--- src/rtl/regfile_pkg.sv ---
// Shared types and default sizes for the multi-port register file.
package regfile_pkg;

  localparam int unsigned XLEN_D  = 32;
  localparam int unsigned NREGS_D = 32;
  localparam int unsigned NRD_D   = 2;

  // IDLE: normal operation; CLEAR: zeroing sweep over regs 1..NREGS-1
  typedef enum logic {
    IDLE  = 1'b0,
    CLEAR = 1'b1
  } state_t;

endpackage

--- src/rtl/regfile_scoreboard.sv ---
// Pending-result scoreboard: one bit per register.
// Ports: clk, rst (async, active-high), flush (zero all bits),
//        set_en/set_a (reserve), clr_en/clr_a (accepted write), bits (state).
// Priority: flush > set > clear, so a same-cycle reserve and write keeps the bit.
module regfile_scoreboard #(
  parameter int unsigned NREGS = 32,
  localparam int unsigned AW   = $clog2(NREGS)
) (
  input  logic             clk,
  input  logic             rst,
  input  logic             flush,
  input  logic             set_en,
  input  logic [AW-1:0]    set_a,
  input  logic             clr_en,
  input  logic [AW-1:0]    clr_a,
  output logic [NREGS-1:0] bits
);

  logic [NREGS-1:0] bits_nxt;

  // next pend state; register 0 can never be pending
  always_comb begin
    bits_nxt = bits;
    if (flush) begin
      bits_nxt = '0;
    end else begin
      if (clr_en) bits_nxt[clr_a] = 1'b0;
      if (set_en) bits_nxt[set_a] = 1'b1;
    end
    bits_nxt[0] = 1'b0;
  end

  always_ff @(posedge clk or posedge rst) begin
    if (rst) bits <= '0;
    else     bits <= bits_nxt;
  end

endmodule

--- src/rtl/regfile_mp.sv ---
// Multi-read-port register file with optional write forwarding, a pend
// scoreboard and a self-clearing sweep (run after reset and on clr_req).
// Ports: clk, rst (async, active-high); we/wa/wd write port;
//        ra/rd packed read ports (port i at [i*AW +: AW] / [i*XLEN +: XLEN]);
//        rsv_en/rsv_a reserve; pend per read port; clr_req sweep request;
//        busy high while sweeping.
module regfile_mp
  import regfile_pkg::*;
#(
  parameter int unsigned XLEN   = XLEN_D,
  parameter int unsigned NREGS  = NREGS_D,
  parameter int unsigned NRD    = NRD_D,
  parameter int unsigned BYPASS = 1,
  localparam int unsigned AW    = $clog2(NREGS)
) (
  input  logic                clk,
  input  logic                rst,
  input  logic                we,
  input  logic [AW-1:0]       wa,
  input  logic [XLEN-1:0]     wd,
  input  logic [NRD*AW-1:0]   ra,
  output logic [NRD*XLEN-1:0] rd,
  input  logic                rsv_en,
  input  logic [AW-1:0]       rsv_a,
  output logic [NRD-1:0]      pend,
  input  logic                clr_req,
  output logic                busy
);

  state_t           state_q, state_d;
  logic [AW-1:0]    cnt_q, cnt_d;
  logic             sweep_wr;
  logic             flush;
  logic             wr_en;
  logic             rsv_ok;
  logic [NREGS-1:0] pend_bits;
  logic [XLEN-1:0]  mem [NREGS];
  logic [AW-1:0]    a;

  assign busy   = (state_q == CLEAR);
  assign wr_en  = we && (wa != '0) && !busy;
  assign rsv_ok = rsv_en && (rsv_a != '0) && !busy;

  // state register; reset restarts the sweep from register 1
  always_ff @(posedge clk or posedge rst) begin
    if (rst) begin
      state_q <= CLEAR;
      cnt_q   <= AW'(1);
    end else begin
      state_q <= state_d;
      cnt_q   <= cnt_d;
    end
  end

  // next-state logic
  always_comb begin
    state_d  = state_q;
    cnt_d    = cnt_q;
    sweep_wr = 1'b0;
    flush    = 1'b0;
    case (state_q)
      IDLE: begin
        if (clr_req) begin
          state_d = CLEAR;
          cnt_d   = AW'(1);
          flush   = 1'b1;
        end
      end
      CLEAR: begin
        sweep_wr = 1'b1;
        cnt_d    = cnt_q + AW'(1);
        if (cnt_q == AW'(NREGS - 1)) state_d = IDLE;
      end
      default: state_d = CLEAR;
    endcase
  end

  // data array is never reset; the sweep is what zeroes it
  always_ff @(posedge clk) begin
    if (sweep_wr)   mem[cnt_q] <= '0;
    else if (wr_en) mem[wa]    <= wd;
  end

  regfile_scoreboard #(.NREGS(NREGS)) u_sb (
    .clk    (clk),
    .rst    (rst),
    .flush  (flush),
    .set_en (rsv_ok),
    .set_a  (rsv_a),
    .clr_en (wr_en),
    .clr_a  (wa),
    .bits   (pend_bits)
  );

  // combinational read ports; all outputs masked while sweeping
  always_comb begin
    rd   = '0;
    pend = '0;
    a    = '0;
    for (int i = 0; i < int'(NRD); i++) begin
      a = ra[i*AW +: AW];
      if (!busy) begin
        pend[i] = pend_bits[a];
        if ((BYPASS != 0) && wr_en && (wa == a)) rd[i*XLEN +: XLEN] = wd;
        else if (a != '0)                        rd[i*XLEN +: XLEN] = mem[a];
      end
    end
  end

endmodule

--- config.mk ---
export PLATFORM = sky130hd
export DESIGN_NAME = regfile_mp
export DESIGN_NICKNAME = d
export VERILOG_FILES = /design/src/rtl/regfile_pkg.sv /design/src/rtl/regfile_scoreboard.sv /design/src/rtl/regfile_mp.sv
export SDC_FILE = /design/constraint.sdc
export NUM_CORES = 2
export LEC_CHECK = 0
export BUFFER_PORTS_ARGS = -buffer_cell sky130_fd_sc_hd__buf_2
export CAP_MARGIN = 10
export CORE_MARGIN = 2
export CORE_UTILIZATION = 65
export CTS_BUF_LIST = sky130_fd_sc_hd__clkbuf_8
export DETAILED_ROUTE_END_ITERATION = 10
export GPL_ROUTABILITY_DRIVEN = 0
export PLACE_DENSITY = 0.82
export SLEW_MARGIN = 20
export SYNTH_ARGS = -nofsm -noshare
export SYNTH_HDL_FRONTEND = slang
export SYNTH_SLANG_ARGS = --single-unit
--- constraint.sdc ---
create_clock -name clk -period 4.2 [get_ports clk]
set_clock_uncertainty 0.1 [all_clocks]
set_input_delay 0.84 -clock clk [delete_from_list [all_inputs] [get_ports clk]]
set_output_delay 0.84 -clock clk [all_outputs]
set_load 0.02 [all_outputs]
* After elaboration in Yosys (flattened, before gate mapping)
Memory sizes are Yosys's and may differ from the RTL's.
Cells that the tools add are included.
** Storage, ports and cells
- Register bits :: 37
- Bits in writable memories :: 1024
- Input bits :: 57
- Output and inout bits :: 67
- Word-level logic and storage cells :: 68
- Memories :: 1
** Operators by class
- Add/sub/neg operators :: 1
- Order comparisons :: 6
- Eq/ne operators :: 4
- Muxes and demuxes :: 35
- Bitwise logic cells :: 4
- Reductions and logical operators :: 14
** Memories
- mem :: words 32, width 32, read ports 2, clocked after memory_dff 0, wr ports 1, RTL line regfile_mp.sv:37 : logic [XLEN-1:0] mem [NREGS];
** Operator list (count)
- $mux 32 :: 11
- $and 32x32->32 :: 1
- $not 32->32 :: 1
- $or 32x32->32 :: 1
- $reduce_or 32->1 :: 1
- $lt 5x6->1 const B :: 4
- $reduce_bool 5->1 :: 4
- $mux 1 :: 16
- $bmux 1 s5 :: 2
- $demux 1 s5 :: 2
- $eq 5x5->1 :: 2
- $ge 5x1->1 const B :: 2
- $mux 5 :: 2
- $pmux 5 s2 :: 1
- $logic_and 1x1->1 :: 8
- $add 5x1->5 const B :: 1
- $eq 5x5->1 const B :: 1
- $ne 2x2->1 const B :: 1
- $pmux 1 s2 :: 1
- $logic_not 1->1 :: 1
- $not 1->1 :: 1

* Longest topological paths before layout
- Word-level depth :: 11
- Mapped depth :: 8
- Depth with buffers taken out :: 5

* By module
A second synthesis with hierarchy kept.
** Second synthesis, totals
- Cells, all modules :: 2604
- Area total of the unflattened synthesis :: 50166.9 um2
** By module, submodules not included
- regfile_mp :: times used 1, cells an instance 2447, area an instance 48647.9 um2, sequential area each 30902.1 um2
- regfile_scoreboard :: times used 1, cells an instance 157, area an instance 1519.0 um2, sequential area each 775.7 um2

* Least setup slack after synthesis
Ideal clock, no wire load.
- Path type :: input to register
- Start point :: in wa[3]
- End point :: mem mem[19][0] in the netlist's numbering (enable)
- Library setup time :: 0.421 ns
- Arrival time :: 3.545 ns
- Data required time :: 3.679 ns
- Path slack :: 0.134 ns
- Stages on the path :: 6
- Path buffers :: 1
- Path through :: buf_2 nor3_1 a211oi_1 mux2i_1 nand2_1 nor2_1
** Between the ends
- Cells in the longest elaborated chain, start to end :: 8
- Elaborated cells on any way between the ends :: 9
- Those cells by class :: 5 x mux; 4 x reduce/logical
** Ends and longest elaborated chain
- start: declaration :: RTL line regfile_mp.sv:19 : input logic [AW-1:0] wa,
- $reduce_bool 5->1 :: RTL line regfile_mp.sv:41 : assign wr_en = we && (wa != '0) && !busy;
- $logic_and 1x1->1 (2 in series) :: RTL line regfile_mp.sv:41
- $mux 1 :: RTL line regfile_mp.sv:81 : else if (wr_en) mem[wa] <= wd;
- $mux 1 :: RTL line regfile_mp.sv:80 : if (sweep_wr) mem[cnt_q] <= '0;
- $mux 1 (not written as such) :: RTL line regfile_mp.sv:81
- $reduce_or 32->1 (no source line)
- $mux 5 (no source line) or $mux 1 (tied branches)
- end: declaration :: RTL line regfile_mp.sv:37
Several ways; a longest one is shown, not always the timed one.

* Final worst setup path
- Start point :: in ra[6]
- End point :: out rd[57]
** Between the ends
- Cells in the longest elaborated chain, start to end :: 4
- Elaborated cells on any way between the ends :: 7
- Those cells by class :: 1 x eq/ne; 3 x mux; 2 x reduce/logical; 1 x memory
** Ends and longest elaborated chain
- start: declaration :: RTL line regfile_mp.sv:21 : input logic [NRD*AW-1:0] ra,
- $mem_v2 32x32, or another cell as far along
- $mux 32 or $logic_and 1x1->1 (tied branches) :: RTL line regfile_mp.sv:105, regfile_mp.sv:104
- $mux 32 * :: RTL line regfile_mp.sv:104 : if ((BYPASS != 0) && wr_en && (wa == a)) rd[i*XLEN +: XLEN] = wd;
- $mux 32 * :: RTL line regfile_mp.sv:102 : if (!busy) begin
- end: declaration :: RTL line regfile_mp.sv:22 : output logic [NRD*XLEN-1:0] rd,
Every way passes the cells marked *; elsewhere a longest branch is shown, timed or not.

==> results.ini <==
[status]
status=finished, final reports clean

[synthesis]
yosysTopAreaCell=edfxtp_1
syn_area_um2=50100
yosys_warnings=0
synth-compound-area-share_pct=6.22
synth.avg_cell_area_um2=19.4
synth_edf_count=1024
synthTopCellsByCount=1024 x edfxtp_1, 530 x mux4_2, 129 x a211oi_1, 129 x clkbuf_1, 128 x a22oi_1
yosys.area_share.adder_pct=0.0499
synthFlopType=edfxtp_1
ys_ff_latch=1061
seq_area_frac_synth_pct=63.2
async_flop_share_pct=3.49
synth_top_family_by_area=multiplexers
synth_cell_types=47
yosys.area_share.simple_pct=2.81
synth_cells=2583
yosysMostFrequentCell=edfxtp_1
synth_top_area_share_pct=61.4
syn-num-nets=2642
synth_area_leaders=edfxtp_1 61%, mux4_2 24%, a211oi_1 1.9%
synthMuxAreaShare_pct=25.3
synth-xor-area-share_pct=0.210

[worst_setup_path]
critPathRequiredTime_ns=3.26
slowest_stage=a221o_1
path_cells=buf_6 -> buf_4 -> mux4_2 -> nor2b_1 -> a211oi_1 -> a211oi_1 -> buf_4 -> a221o_1 -> buf_2
start_kind=input port
crit_fanout=30
critPathCaptureType=output pin
cp_top_family=buffers and inverters
arrival_ns=3.26
cp_num_buf_inv=4
cpPeakStageDelay_ns=0.38
critical_path_class=in2out

[layout]
synthToLayoutAreaGrowth_pct=14.2
final_util_pct=75.2
drive_gt1_share_pct=39.3
nets=2989
final_area_um2=57200

[floorplan]
die_w_um=282
die_area_um2=79300
ios=124
initial_core_util_pct=65.9
fp.coreArea_um2=76100
row_count=101
fp.dieH_um=282

[clock_network]
cts_tree=yes
htree_levels=4
cts_sinks=1061
path_clk_slew_ns=0.06
clock-root-buffer=clkbuf_8
clock_path_buffers=3
cts_buffers=166
clkLatencyLatePin_ns=0.82

[grt]
grt_usage_pct=38.6
grt_pass1_vias=32616
antenna_found_initial=7
gr-total-overflow=0
grt_pass1_wl_um=215000
grt_max_degree=54

[sta]
tightest_slew_ns=1.01
min_period_ns=4.20
setup_viol=0
max_freq_mhz=238
rsz0062_at_grt=true
hold_viol=0
slew-limit-headroom_pct=32.5
maxSlewViolCount=0
fin_crit_sh_pct=100

[route]
ant_nets=0
wl_um=150000
via_per_inst=7.73
wire_per_inst_um=36.5
route.detailed.drc=0
first_pass_iters=7
via_count=31669
drt_iter0_markers=5077

[power]
peakVddDrop_mv=0.436
power.density_nw_per_um2=475
p_leak_nw=19.4

[place]
placed_area_um2=54100
io_buffers=123
dp_hpwl_um=90900

[flow_run]
drv_cap=0

[worst_hold_path]
hold_class=in2async

cell families (layout without fill, tap and decap cells):
kind of cell / Yosys count / in the layout
AOI/OAI and AO/OA: 401 / 401
DFF: 1061 / 1061
xor gates and xnor gates: 12 / 12
buffers and inverters: 230 / 710
muxes: 602 / 602
adders and majority gates: 2 / 2
and+or+nand+nor: 275 / 275
other: 0 / 5
path summary, 6_finish.rpt:
check,start,to,slack [ns],cells after the start
worst min register to register,u_sb.bits[19],u_sb.bits[19],0.46,2
min in group clk,clr_req,cnt_q[0],0.23,3
worst min-delay path,rst,u_sb.bits[2],0.06,3
max in group asynchronous,rst,cnt_q[4],3.58,3
worst max register to register,busy,mem[1][24],0.90,5
worst max-delay path,ra[6],rd[57],0.001,9
sequential cells by signal, summed over array words and instances (netlist names):
register   cells
busy           1
cnt_q          5
mem         1024
u_sb.bits     31
metrics by stage:
stage | hold WS, ns | power, mW | TNS, ns | setup slack [ns] | std cells
after floorplan | 0.397 | 16.6 | 0 | 0.134 | 2583
after global placement | 0.418 | 18.8 | 0 | 0.0164 | 3789
after detailed placement | 0.442 | 19.1 | -0.221 | -0.0604 | 3789
after CTS | 0.0171 | 27.0 | 0 | 0.0113 | 4090
after global routing | 0.0993 | 27.8 | -0.0355 | -0.0174 | 4098
final | 0.0638 | 27.2 | 0 | 0.00119 | 4098
layout make-up:
type | instances | area (um2)
antenna | 5 | 12.5
clock buffer | 169 | 2330
clock inverter | 132 | 691
fill | 4173 | 18800
inverter | 5 | 18.8
multi-input combinational | 1292 | 17700
sequential | 1061 | 31700
tap | 1030 | 1290
timing repair buffer | 404 | 3520
per-layer routing:
metal	wire [um]	part of all wire, %	GRT usage (%)	vias to the layer above
met5	23	0.015	0	-
met4	8330	5.6	20.7	4
met3	23900	16	12.2	601
met2	69300	46	58.1	3024
met1	48000	32	51.2	16042
li1	-	-	-	11998
what timing repair did:
| action | in CTS | in global routing |
|---|---|---|
| buffers inserted | 0 | 1 |
| pin swaps | 0 | 1 |
| gates cloned | 0 | 1 |
| hold buffers | 0 | 0 |
| endpoints found under the setup margin | 29 | 19 |
| resized for setup | 3 | 10 |
layout by cell type (no fill, tap or decap), types with 5 or more instances in the layout:
cell and instances:
edfxtp_1 1024, mux4_2 530, buf_4 223, clkbuf_8 169, a22oi_1 128, a211oi_1 125, buf_2 115, nand2_1 89
mux2i_1 71, nor2b_1 65, a221o_1 64, inv_1 59, buf_12 53, clkinv_1 37, o21ai_0 35, dfrtp_1 35
nor2_4 34, and2_1 32, clkinv_2 25, o211ai_1 24, xnor2_1 11, nor2_1 9, nand2b_1 8, nand3_1 8
o311ai_0 6, buf_6 6, diode_2 5, inv_6 5
power breakdown:
part           total [mW]  switching, mW  internal, mW
combinational        5.39           3.34          2.06
clock                8.08           4.13          3.96
sequential           13.7          0.575          13.1
worst reg2reg max path: stages (launching register included):
cell	delay (ns)
dfstp_4	0.58
a211oi_4	0.62
mux2i_1	0.55
nand2_1	0.38
nor2_4	0.46
buf_12	0.27
No activity file was read; power rests on OpenSTA's default activity.
